===== config.mk =====
export PLATFORM = sky130hd
export DESIGN_NAME = unified_mem_arbiter_flat
export DESIGN_NICKNAME = d
export VERILOG_FILES = /design/src/rtl/unified_mem_arbiter_pkg.sv /design/src/rtl/unified_mem_arbiter_if.sv /design/src/rtl/mem_arb_starve_ctr.sv /design/src/rtl/unified_mem_arbiter.sv /design/src/flat_wrapper.sv
export SDC_FILE = /design/constraint.sdc
export NUM_CORES = 1
export LEC_CHECK = 0
export CAP_MARGIN = 20
export CORE_AREA = 2 2 128 130
export CTS_BUF_LIST = sky130_fd_sc_hd__clkbuf_4
export DETAILED_ROUTE_END_ITERATION = 8
export DIE_AREA = 0 0 130 132
export GPL_TIMING_DRIVEN = 0
export PLACE_DENSITY = 0.72
export SLEW_MARGIN = 20
export SYNTH_ARGS = -nofsm -noshare
export SYNTH_HDL_FRONTEND = slang
export SYNTH_SLANG_ARGS = --single-unit

===== constraint.sdc =====
create_clock -name clk -period 3.25 [get_ports clk]
set_clock_uncertainty 0.1 [all_clocks]
set_input_delay 0.65 -clock clk [delete_from_list [all_inputs] [get_ports clk]]
set_output_delay 0.65 -clock clk [all_outputs]
set_load 0.02 [all_outputs]

===== src/rtl/unified_mem_arbiter_pkg.sv =====
`default_nettype none
// ============================================================================
// Module   : unified_mem_arbiter_pkg
// Purpose  : Shared types and default constants for the unified memory
//            arbiter (FSM state, read-owner tag, parameter defaults).
// Ports    : none (package)
// Revision : 1.0 - initial release
// ============================================================================
package unified_mem_arbiter_pkg;

  localparam int DEF_ADDR_W     = 32;
  localparam int DEF_DATA_W     = 32;
  localparam int DEF_STARVE_MAX = 4;
  localparam int CNT_W          = 4;

  typedef enum logic [0:0] {
    S_LOAD = 1'b0,
    S_RUN  = 1'b1
  } state_e;

  typedef enum logic [1:0] {
    OWN_NONE = 2'd0,
    OWN_IF   = 2'd1,
    OWN_DM   = 2'd2
  } owner_e;

endpackage
`default_nettype wire


===== src/rtl/unified_mem_arbiter_if.sv =====
`default_nettype none
// ============================================================================
// Module   : unified_mem_arbiter_if
// Purpose  : Bundles the loader, fetch, data and memory-side signals of the
//            unified memory arbiter.
// Ports    : slave  - arbiter view (requests in, responses/memory strobes out)
//            master - environment view (requests out, responses in)
// Revision : 1.0 - initial release
// ============================================================================
interface unified_mem_arbiter_if
  import unified_mem_arbiter_pkg::*;
#(
  parameter int ADDR_W = DEF_ADDR_W,
  parameter int DATA_W = DEF_DATA_W
);
  logic              ld_req;
  logic [ADDR_W-1:0] ld_addr;
  logic [DATA_W-1:0] ld_data;
  logic              ld_done;
  logic              if_req;
  logic [ADDR_W-1:0] if_addr;
  logic [DATA_W-1:0] if_rdata;
  logic              if_valid;
  logic              if_stall;
  logic              dm_rd;
  logic              dm_wr;
  logic [ADDR_W-1:0] dm_addr;
  logic [DATA_W-1:0] dm_wdata;
  logic [DATA_W-1:0] dm_rdata;
  logic              dm_valid;
  logic              dm_stall;
  logic              mem_en;
  logic              mem_we;
  logic [ADDR_W-1:0] mem_addr;
  logic [DATA_W-1:0] mem_wdata;
  logic [DATA_W-1:0] mem_rdata;

  modport slave (
    input  ld_req, ld_addr, ld_data, ld_done,
    input  if_req, if_addr,
    output if_rdata, if_valid, if_stall,
    input  dm_rd, dm_wr, dm_addr, dm_wdata,
    output dm_rdata, dm_valid, dm_stall,
    output mem_en, mem_we, mem_addr, mem_wdata,
    input  mem_rdata
  );

  modport master (
    output ld_req, ld_addr, ld_data, ld_done,
    output if_req, if_addr,
    input  if_rdata, if_valid, if_stall,
    output dm_rd, dm_wr, dm_addr, dm_wdata,
    input  dm_rdata, dm_valid, dm_stall,
    input  mem_en, mem_we, mem_addr, mem_wdata,
    output mem_rdata
  );
endinterface
`default_nettype wire


===== src/rtl/mem_arb_starve_ctr.sv =====
`default_nettype none
// ============================================================================
// Module   : mem_arb_starve_ctr
// Purpose  : Saturating count of consecutive fetch denials; raises
//            force_fetch once the count reaches STARVE_MAX.
// Ports    : clk, rst_n (sync, active-low), inc (fetch denied),
//            clr (fetch granted / not requesting), force_fetch (out)
// Revision : 1.0 - initial release
// ============================================================================
module mem_arb_starve_ctr
  import unified_mem_arbiter_pkg::*;
#(
  parameter int STARVE_MAX = DEF_STARVE_MAX
) (
  input  logic clk,
  input  logic rst_n,
  input  logic inc,
  input  logic clr,
  output logic force_fetch
);
  localparam logic [CNT_W-1:0] MAX_C = CNT_W'(STARVE_MAX);

  logic [CNT_W-1:0] cnt_q, cnt_d;

  always_comb begin
    cnt_d = cnt_q;
    if (clr) begin
      cnt_d = '0;
    end else if (inc && (cnt_q != MAX_C)) begin
      cnt_d = cnt_q + 1'b1;
    end
  end

  always_ff @(posedge clk) begin
    if (!rst_n) begin
      cnt_q <= '0;
    end else begin
      cnt_q <= cnt_d;
    end
  end

  assign force_fetch = (cnt_q == MAX_C);
endmodule
`default_nettype wire


===== src/rtl/unified_mem_arbiter.sv =====
`default_nettype none
// ============================================================================
// Module   : unified_mem_arbiter
// Purpose  : Shares one single-port synchronous-read memory between the
//            program loader, instruction fetch and data access. Sequences the
//            boot load, then arbitrates data (priority) against fetch with a
//            starvation guard, and routes read data back by owner tag.
// Ports    : clk   - system clock
//            Reset - synchronous active-low reset
//            bus   - loader/fetch/data/memory signal bundle (slave modport)
// Revision : 1.0 - initial release
// ============================================================================
module unified_mem_arbiter
  import unified_mem_arbiter_pkg::*;
#(
  parameter int ADDR_W     = DEF_ADDR_W,
  parameter int DATA_W     = DEF_DATA_W,
  parameter int STARVE_MAX = DEF_STARVE_MAX
) (
  input  logic                  clk,
  input  logic                  Reset,
  unified_mem_arbiter_if.slave  bus
);
  localparam logic [ADDR_W-1:0] ZERO_ADDR = '0;
  localparam logic [DATA_W-1:0] ZERO_DATA = '0;

  state_e            state_q, state_d;
  owner_e            owner_q, owner_d;
  logic [DATA_W-1:0] if_rdata_q, if_rdata_d;
  logic [DATA_W-1:0] dm_rdata_q, dm_rdata_d;

  logic in_run, dm_any, data_grant, fetch_grant, ld_write;
  logic force_fetch, starve_inc, starve_clr;

  // Grants: data wins unless the fetch side has been starved long enough.
  always_comb begin
    in_run      = Reset && (state_q == S_RUN);
    dm_any      = bus.dm_rd | bus.dm_wr;
    data_grant  = in_run && dm_any && !(force_fetch && bus.if_req);
    fetch_grant = in_run && bus.if_req && !data_grant;
    ld_write    = Reset && (state_q == S_LOAD) && bus.ld_req;
    starve_inc  = in_run && bus.if_req && !fetch_grant;
    starve_clr  = !in_run || !bus.if_req || fetch_grant;
  end

  mem_arb_starve_ctr #(.STARVE_MAX(STARVE_MAX)) u_starve (
    .clk        (clk),
    .rst_n      (Reset),
    .inc        (starve_inc),
    .clr        (starve_clr),
    .force_fetch(force_fetch)
  );

  // Memory strobes; a read+write data request resolves to a write.
  always_comb begin
    bus.mem_en    = 1'b0;
    bus.mem_we    = 1'b0;
    bus.mem_addr  = ZERO_ADDR;
    bus.mem_wdata = ZERO_DATA;
    if (ld_write) begin
      bus.mem_en    = 1'b1;
      bus.mem_we    = 1'b1;
      bus.mem_addr  = bus.ld_addr;
      bus.mem_wdata = bus.ld_data;
    end else if (data_grant) begin
      bus.mem_en    = 1'b1;
      bus.mem_we    = bus.dm_wr;
      bus.mem_addr  = bus.dm_addr;
      bus.mem_wdata = bus.dm_wr ? bus.dm_wdata : ZERO_DATA;
    end else if (fetch_grant) begin
      bus.mem_en    = 1'b1;
      bus.mem_addr  = bus.if_addr;
    end
  end

  always_comb begin
    bus.if_stall = !in_run || (bus.if_req && !fetch_grant);
    bus.dm_stall = !in_run || (dm_any && !data_grant);
  end

  // Next-state and owner tag of this cycle's granted read.
  always_comb begin
    state_d = state_q;
    if ((state_q == S_LOAD) && bus.ld_done) begin
      state_d = S_RUN;
    end
    owner_d = OWN_NONE;
    if (data_grant && !bus.dm_wr) begin
      owner_d = OWN_DM;
    end else if (fetch_grant) begin
      owner_d = OWN_IF;
    end
  end

  // Read return: valid is gated by Reset so a response pending across a
  // reset assertion is dropped in the very cycle reset is asserted.
  always_comb begin
    bus.if_valid = Reset && (owner_q == OWN_IF);
    bus.dm_valid = Reset && (owner_q == OWN_DM);
    bus.if_rdata = bus.if_valid ? bus.mem_rdata : if_rdata_q;
    bus.dm_rdata = bus.dm_valid ? bus.mem_rdata : dm_rdata_q;
    if_rdata_d   = bus.if_rdata;
    dm_rdata_d   = bus.dm_rdata;
  end

  always_ff @(posedge clk) begin
    if (!Reset) begin
      state_q    <= S_LOAD;
      owner_q    <= OWN_NONE;
      if_rdata_q <= ZERO_DATA;
      dm_rdata_q <= ZERO_DATA;
    end else begin
      state_q    <= state_d;
      owner_q    <= owner_d;
      if_rdata_q <= if_rdata_d;
      dm_rdata_q <= dm_rdata_d;
    end
  end
endmodule
`default_nettype wire


===== src/flat_wrapper.sv =====
// flat-port wrapper written by rule: the top's interface ports become plain ports
module unified_mem_arbiter_flat import unified_mem_arbiter_pkg::*;
#(
  parameter int ADDR_W     = DEF_ADDR_W,
  parameter int DATA_W     = DEF_DATA_W,
  parameter int STARVE_MAX = DEF_STARVE_MAX
)
  (clk, Reset, bus_ld_req, bus_ld_addr, bus_ld_data, bus_ld_done, bus_if_req, bus_if_addr, bus_if_rdata, bus_if_valid, bus_if_stall, bus_dm_rd, bus_dm_wr, bus_dm_addr, bus_dm_wdata, bus_dm_rdata, bus_dm_valid, bus_dm_stall, bus_mem_en, bus_mem_we, bus_mem_addr, bus_mem_wdata, bus_mem_rdata);
  unified_mem_arbiter_if #(.ADDR_W(ADDR_W), .DATA_W(DATA_W)) bus_i ();
  input  logic clk;
  input  logic Reset;
  input wire logic [$bits(bus_i.ld_req)-1:0] bus_ld_req;
  input wire logic [$bits(bus_i.ld_addr)-1:0] bus_ld_addr;
  input wire logic [$bits(bus_i.ld_data)-1:0] bus_ld_data;
  input wire logic [$bits(bus_i.ld_done)-1:0] bus_ld_done;
  input wire logic [$bits(bus_i.if_req)-1:0] bus_if_req;
  input wire logic [$bits(bus_i.if_addr)-1:0] bus_if_addr;
  output wire logic [$bits(bus_i.if_rdata)-1:0] bus_if_rdata;
  output wire logic [$bits(bus_i.if_valid)-1:0] bus_if_valid;
  output wire logic [$bits(bus_i.if_stall)-1:0] bus_if_stall;
  input wire logic [$bits(bus_i.dm_rd)-1:0] bus_dm_rd;
  input wire logic [$bits(bus_i.dm_wr)-1:0] bus_dm_wr;
  input wire logic [$bits(bus_i.dm_addr)-1:0] bus_dm_addr;
  input wire logic [$bits(bus_i.dm_wdata)-1:0] bus_dm_wdata;
  output wire logic [$bits(bus_i.dm_rdata)-1:0] bus_dm_rdata;
  output wire logic [$bits(bus_i.dm_valid)-1:0] bus_dm_valid;
  output wire logic [$bits(bus_i.dm_stall)-1:0] bus_dm_stall;
  output wire logic [$bits(bus_i.mem_en)-1:0] bus_mem_en;
  output wire logic [$bits(bus_i.mem_we)-1:0] bus_mem_we;
  output wire logic [$bits(bus_i.mem_addr)-1:0] bus_mem_addr;
  output wire logic [$bits(bus_i.mem_wdata)-1:0] bus_mem_wdata;
  input wire logic [$bits(bus_i.mem_rdata)-1:0] bus_mem_rdata;
  assign bus_i.ld_req = bus_ld_req;
  assign bus_i.ld_addr = bus_ld_addr;
  assign bus_i.ld_data = bus_ld_data;
  assign bus_i.ld_done = bus_ld_done;
  assign bus_i.if_req = bus_if_req;
  assign bus_i.if_addr = bus_if_addr;
  assign bus_if_rdata = bus_i.if_rdata;
  assign bus_if_valid = bus_i.if_valid;
  assign bus_if_stall = bus_i.if_stall;
  assign bus_i.dm_rd = bus_dm_rd;
  assign bus_i.dm_wr = bus_dm_wr;
  assign bus_i.dm_addr = bus_dm_addr;
  assign bus_i.dm_wdata = bus_dm_wdata;
  assign bus_dm_rdata = bus_i.dm_rdata;
  assign bus_dm_valid = bus_i.dm_valid;
  assign bus_dm_stall = bus_i.dm_stall;
  assign bus_mem_en = bus_i.mem_en;
  assign bus_mem_we = bus_i.mem_we;
  assign bus_mem_addr = bus_i.mem_addr;
  assign bus_mem_wdata = bus_i.mem_wdata;
  assign bus_i.mem_rdata = bus_mem_rdata;
  unified_mem_arbiter #(.ADDR_W(ADDR_W), .DATA_W(DATA_W), .STARVE_MAX(STARVE_MAX)) u_core (.clk(clk), .Reset(Reset), .bus(bus_i));
endmodule

==> flow_summary.yaml, run 1 <==
power_and_ir_drop:
  seq_power_share_pct: 44.8
  pwr-share-comb_pct: 32.2
  p_leak_nw: 3.43
  p_switching_w: 0.000579
  power_density_nw_per_um2: 254
  intPower_w: 0.00139
  p_sw_share_pct: 29.4
  worst_ir_drop_vdd_uv: 118
  power.share.clock_pct: 23.0
cts:
  tritoncts: "done"
  cts.sinks: 71
  cts-hold-fix-buffers: 0
  numCtsBuffers: 9
  h-tree-depth: 3
  insertion_delay_ps: 400
  cts_buffer_depth: 2
  cts.reportedPaths.clkPinSlew_ps: 110
  cts_root_buf: "clkbuf_4"
global_route:
  grtUsageTotal_pct: 20.4
  antenna_found_initial: 0
  overflow: 0
  grt_pass1_vias: 4800
  grt_max_degree: 12
  grt_pass1_wl_um: 27300
timing:
  maxSlewViolCount: 0
  setup_slack_ps: 69.1
  rsz0062_at_grt: "false"
  min_period_over_period_pct: 97.9
  hold_viol_final: 0
  fmaxAchievable_mhz: 314
  layout_min_cycle_time_ps: 3180
  relSlewSlack_pct: 67.7
  tightestPinTransition_ps: 485
  setup_violations: 0
worst_hold_path:
  hp-class: "flop to flop"
  hold_path_startpoint: "u_core.u_starve.cnt_q[3]$_SDFFE_PP0P_"
worst_setup_path:
  cpPeakStageDelay_ps: 410
  cpMostUsedCell: "buf_6"
  cp.arrival_ps: 2430
  worstSetupPathType: "input pin to primary output"
  cp_num_buf_inv: 5
  crit_fanout: 10
  startpoint: "bus_dm_rd"
  crit_path_end_kind: "primary output"
  reg2reg_from: "u_core.u_starve.cnt_q[0]$_SDFFE_PP0P_"
  slowest_stage: "clkdlybuf4s50_1"
  crit_chain: "clkdlybuf4s50_1 -> or2_1 -> buf_6 -> and2_4 -> buf_6 -> buf_6 -> a221o_1 -> clkdlybuf4s15_2"
  critPathLaunchType: "input pin"
  cp_top_family: "buffers and inverters"
  critical_path_required_ps: 2500
die:
  dieHeight_um: 132
  fp.coreArea_um2: 15700
  die_area_um2: 17200
  die_w_um: 130
  rows: 46
  start_util_pct: 27.0
  io_pins: 333
placement:
  dp_slack_ps: -425
  place.gp.congestion: 0.876
  hpwl_um: 14800
  dp_cells: 999
  port_buffers: 330
yosys:
  synth-seq-cells: 71
  syn_avg_cell_area_um2: 9.38
  ys_types: 31
  synth_nets: 654
  syn_area_um2: 4250
  yosys_warnings: 0
  synthCells: 453
  ys_seq_area_share_pct: 33.5
final_layout:
  multiInputGateArea_um2: 2530
  syn2layout_area_growth_pct: 82.8
  fin_nets: 996
  final_common_cell: "clkdlybuf4s50_1"
  n_fill_cell: 1546
  layout_common_cells: "clkdlybuf4s50_1 (262), dfxtp_1 (71), and2_1 (65)"
  seq_area_um2: 1420
  final_cells: 1015
  drive_above_1_share_pct: 10.8
  diodes: 0
  final_core_util_pct: 49.4
drt:
  post_drt_via_cell_ratio: 4.84
  wl_per_cell_um: 18.0
  drc: 0
  drt-initial-drc-count: 244
  vias: 4908
  firstDrtPassIters: 4
  drtAntennaViolNets: 0
  totalWireLength_um: 18300
run_status:
  outcome: "completed"
run:
  maxCapViolCount: 0
tightest hold or removal path, cell delays in order (launching register included):
cell,delay (ps)
dfxtp_1,360
mux2i_1,140
nor3_1,50
kinds of logic (layout without fill, tap and decap cells):
group	after synthesis	in the layout	synth area share, %
AND/OR/NAND/NOR	154	154	22.7
flip-flops	71	71	33.5
buffers and inverters	59	405	7.16
multiplexers	66	66	17.4
adder cells (fa/ha/maj)	2	2	0.589
AO/OA/AOI/OAI	101	101	18.6
per-stage QoR:
stage	setup TNS [ps]	hold WS, ps	instance area, um2	total power [W]
final	0	482	7770	0.00197
after global routing	0	503	7770	0.00207
after CTS	0	485	7870	0.00201
after detailed placement	-18980	459	7820	0.00158
after global placement	-17070	451	7820	0.00157
after floorplan	0	426	4250	0.00115
layer usage:
layer / vias up / GRT usage (%) / share of wire [%] / routed length (um)
li1: 2380 / - / - / -
met1: 2311 / 24.5 / 40 / 7400
met2: 192 / 35.3 / 50 / 9150
met3: 25 / 6.05 / 7.6 / 1390
met4: 0 / 5.08 / 1.9 / 343
met5: - / 0 / 0 / 0
worst paths after layout:
check	slack (ps)	end	cells past startpoint
max	70	bus_mem_addr[14]	8
min reg2reg	480	u_core.u_starve.cnt_q[3]$_SDFFE_PP0P_	2
min	480	u_core.u_starve.cnt_q[3]$_SDFFE_PP0P_	2
max reg2reg	1580	u_core.u_starve.cnt_q[2]$_SDFFE_PP0P_	6
area by class of cell:
cell class	count	area share, %
repair buffers	331	40.3
multi-input cells	323	32.5
plain buffers	54	3.83
flip-flops and latches	71	18.3
inverters	5	0.242
clock buffers	10	0.967
well taps	216	3.48
clock inverters	5	0.338
Yosys cell counts:
cell	number	share of area, %
dfxtp_1	71	33
and2_1	65	9.6
mux2_1	58	15
a21oi_1	33	3.9
and3_1	33	4.9
a221o_1	32	7.5
a22o_1	32	6.6
nand4_1	32	4.7
clkbuf_1	26	2.3
buf_2	18	2.1
buf_6	8	2.1
mux2_2	6	1.6
nor2_1	6	0.53
inv_1	5	0.44
nand2_1	5	0.44
nor3_1	3	0.35
buf_1	2	0.18
ha_1	2	0.59
mux2i_1	2	0.47
nand3b_2	2	0.53
or2_1	2	0.29
a21o_1	1	0.18
and2_4	1	0.21
and4b_1	1	0.24
nand3_1	1	0.12
nand3b_1	1	0.18
nand4b_4	1	0.56
nor4_1	1	0.15
o21a_1	1	0.18
o21ai_1	1	0.12
o22ai_1	1	0.15
flip-flops by register name, summed over array words and instances, names as in the netlist:
register / count
u_core.dm_rdata_q: 32
u_core.if_rdata_q: 32
u_core.u_starve.cnt_q: 4
u_core.owner_q: 2
u_core.state_q: 1
repair_timing:
| item | in CTS | in global routing |
|---|---|---|
| endpoints found under the setup margin | 67 | 32 |
| gates cloned | 0 | 0 |
| gates resized for setup | 97 | 43 |
| setup buffers | 0 | 1 |
power by group through the flow:
stage / combinational [W] / sequential [W] / clock, W
after floorplan: 0.000254 / 0.000901 / 0
after global placement: 0.000671 / 0.000903 / 0
after detailed placement: 0.000674 / 0.000903 / 0
after CTS: 0.000646 / 0.000883 / 0.000478
after global routing: 0.000679 / 0.000884 / 0.000507
final: 0.000634 / 0.000883 / 0.000453
(Power assumes the default switching activity.)
==> inputs of run 2 (changes only) <==
- CTS_CLUSTER_DIAMETER: not set -> 50
==> results of run 2 <==
Same layout as run 1: the final DEF is identical, and so are final timing and power.
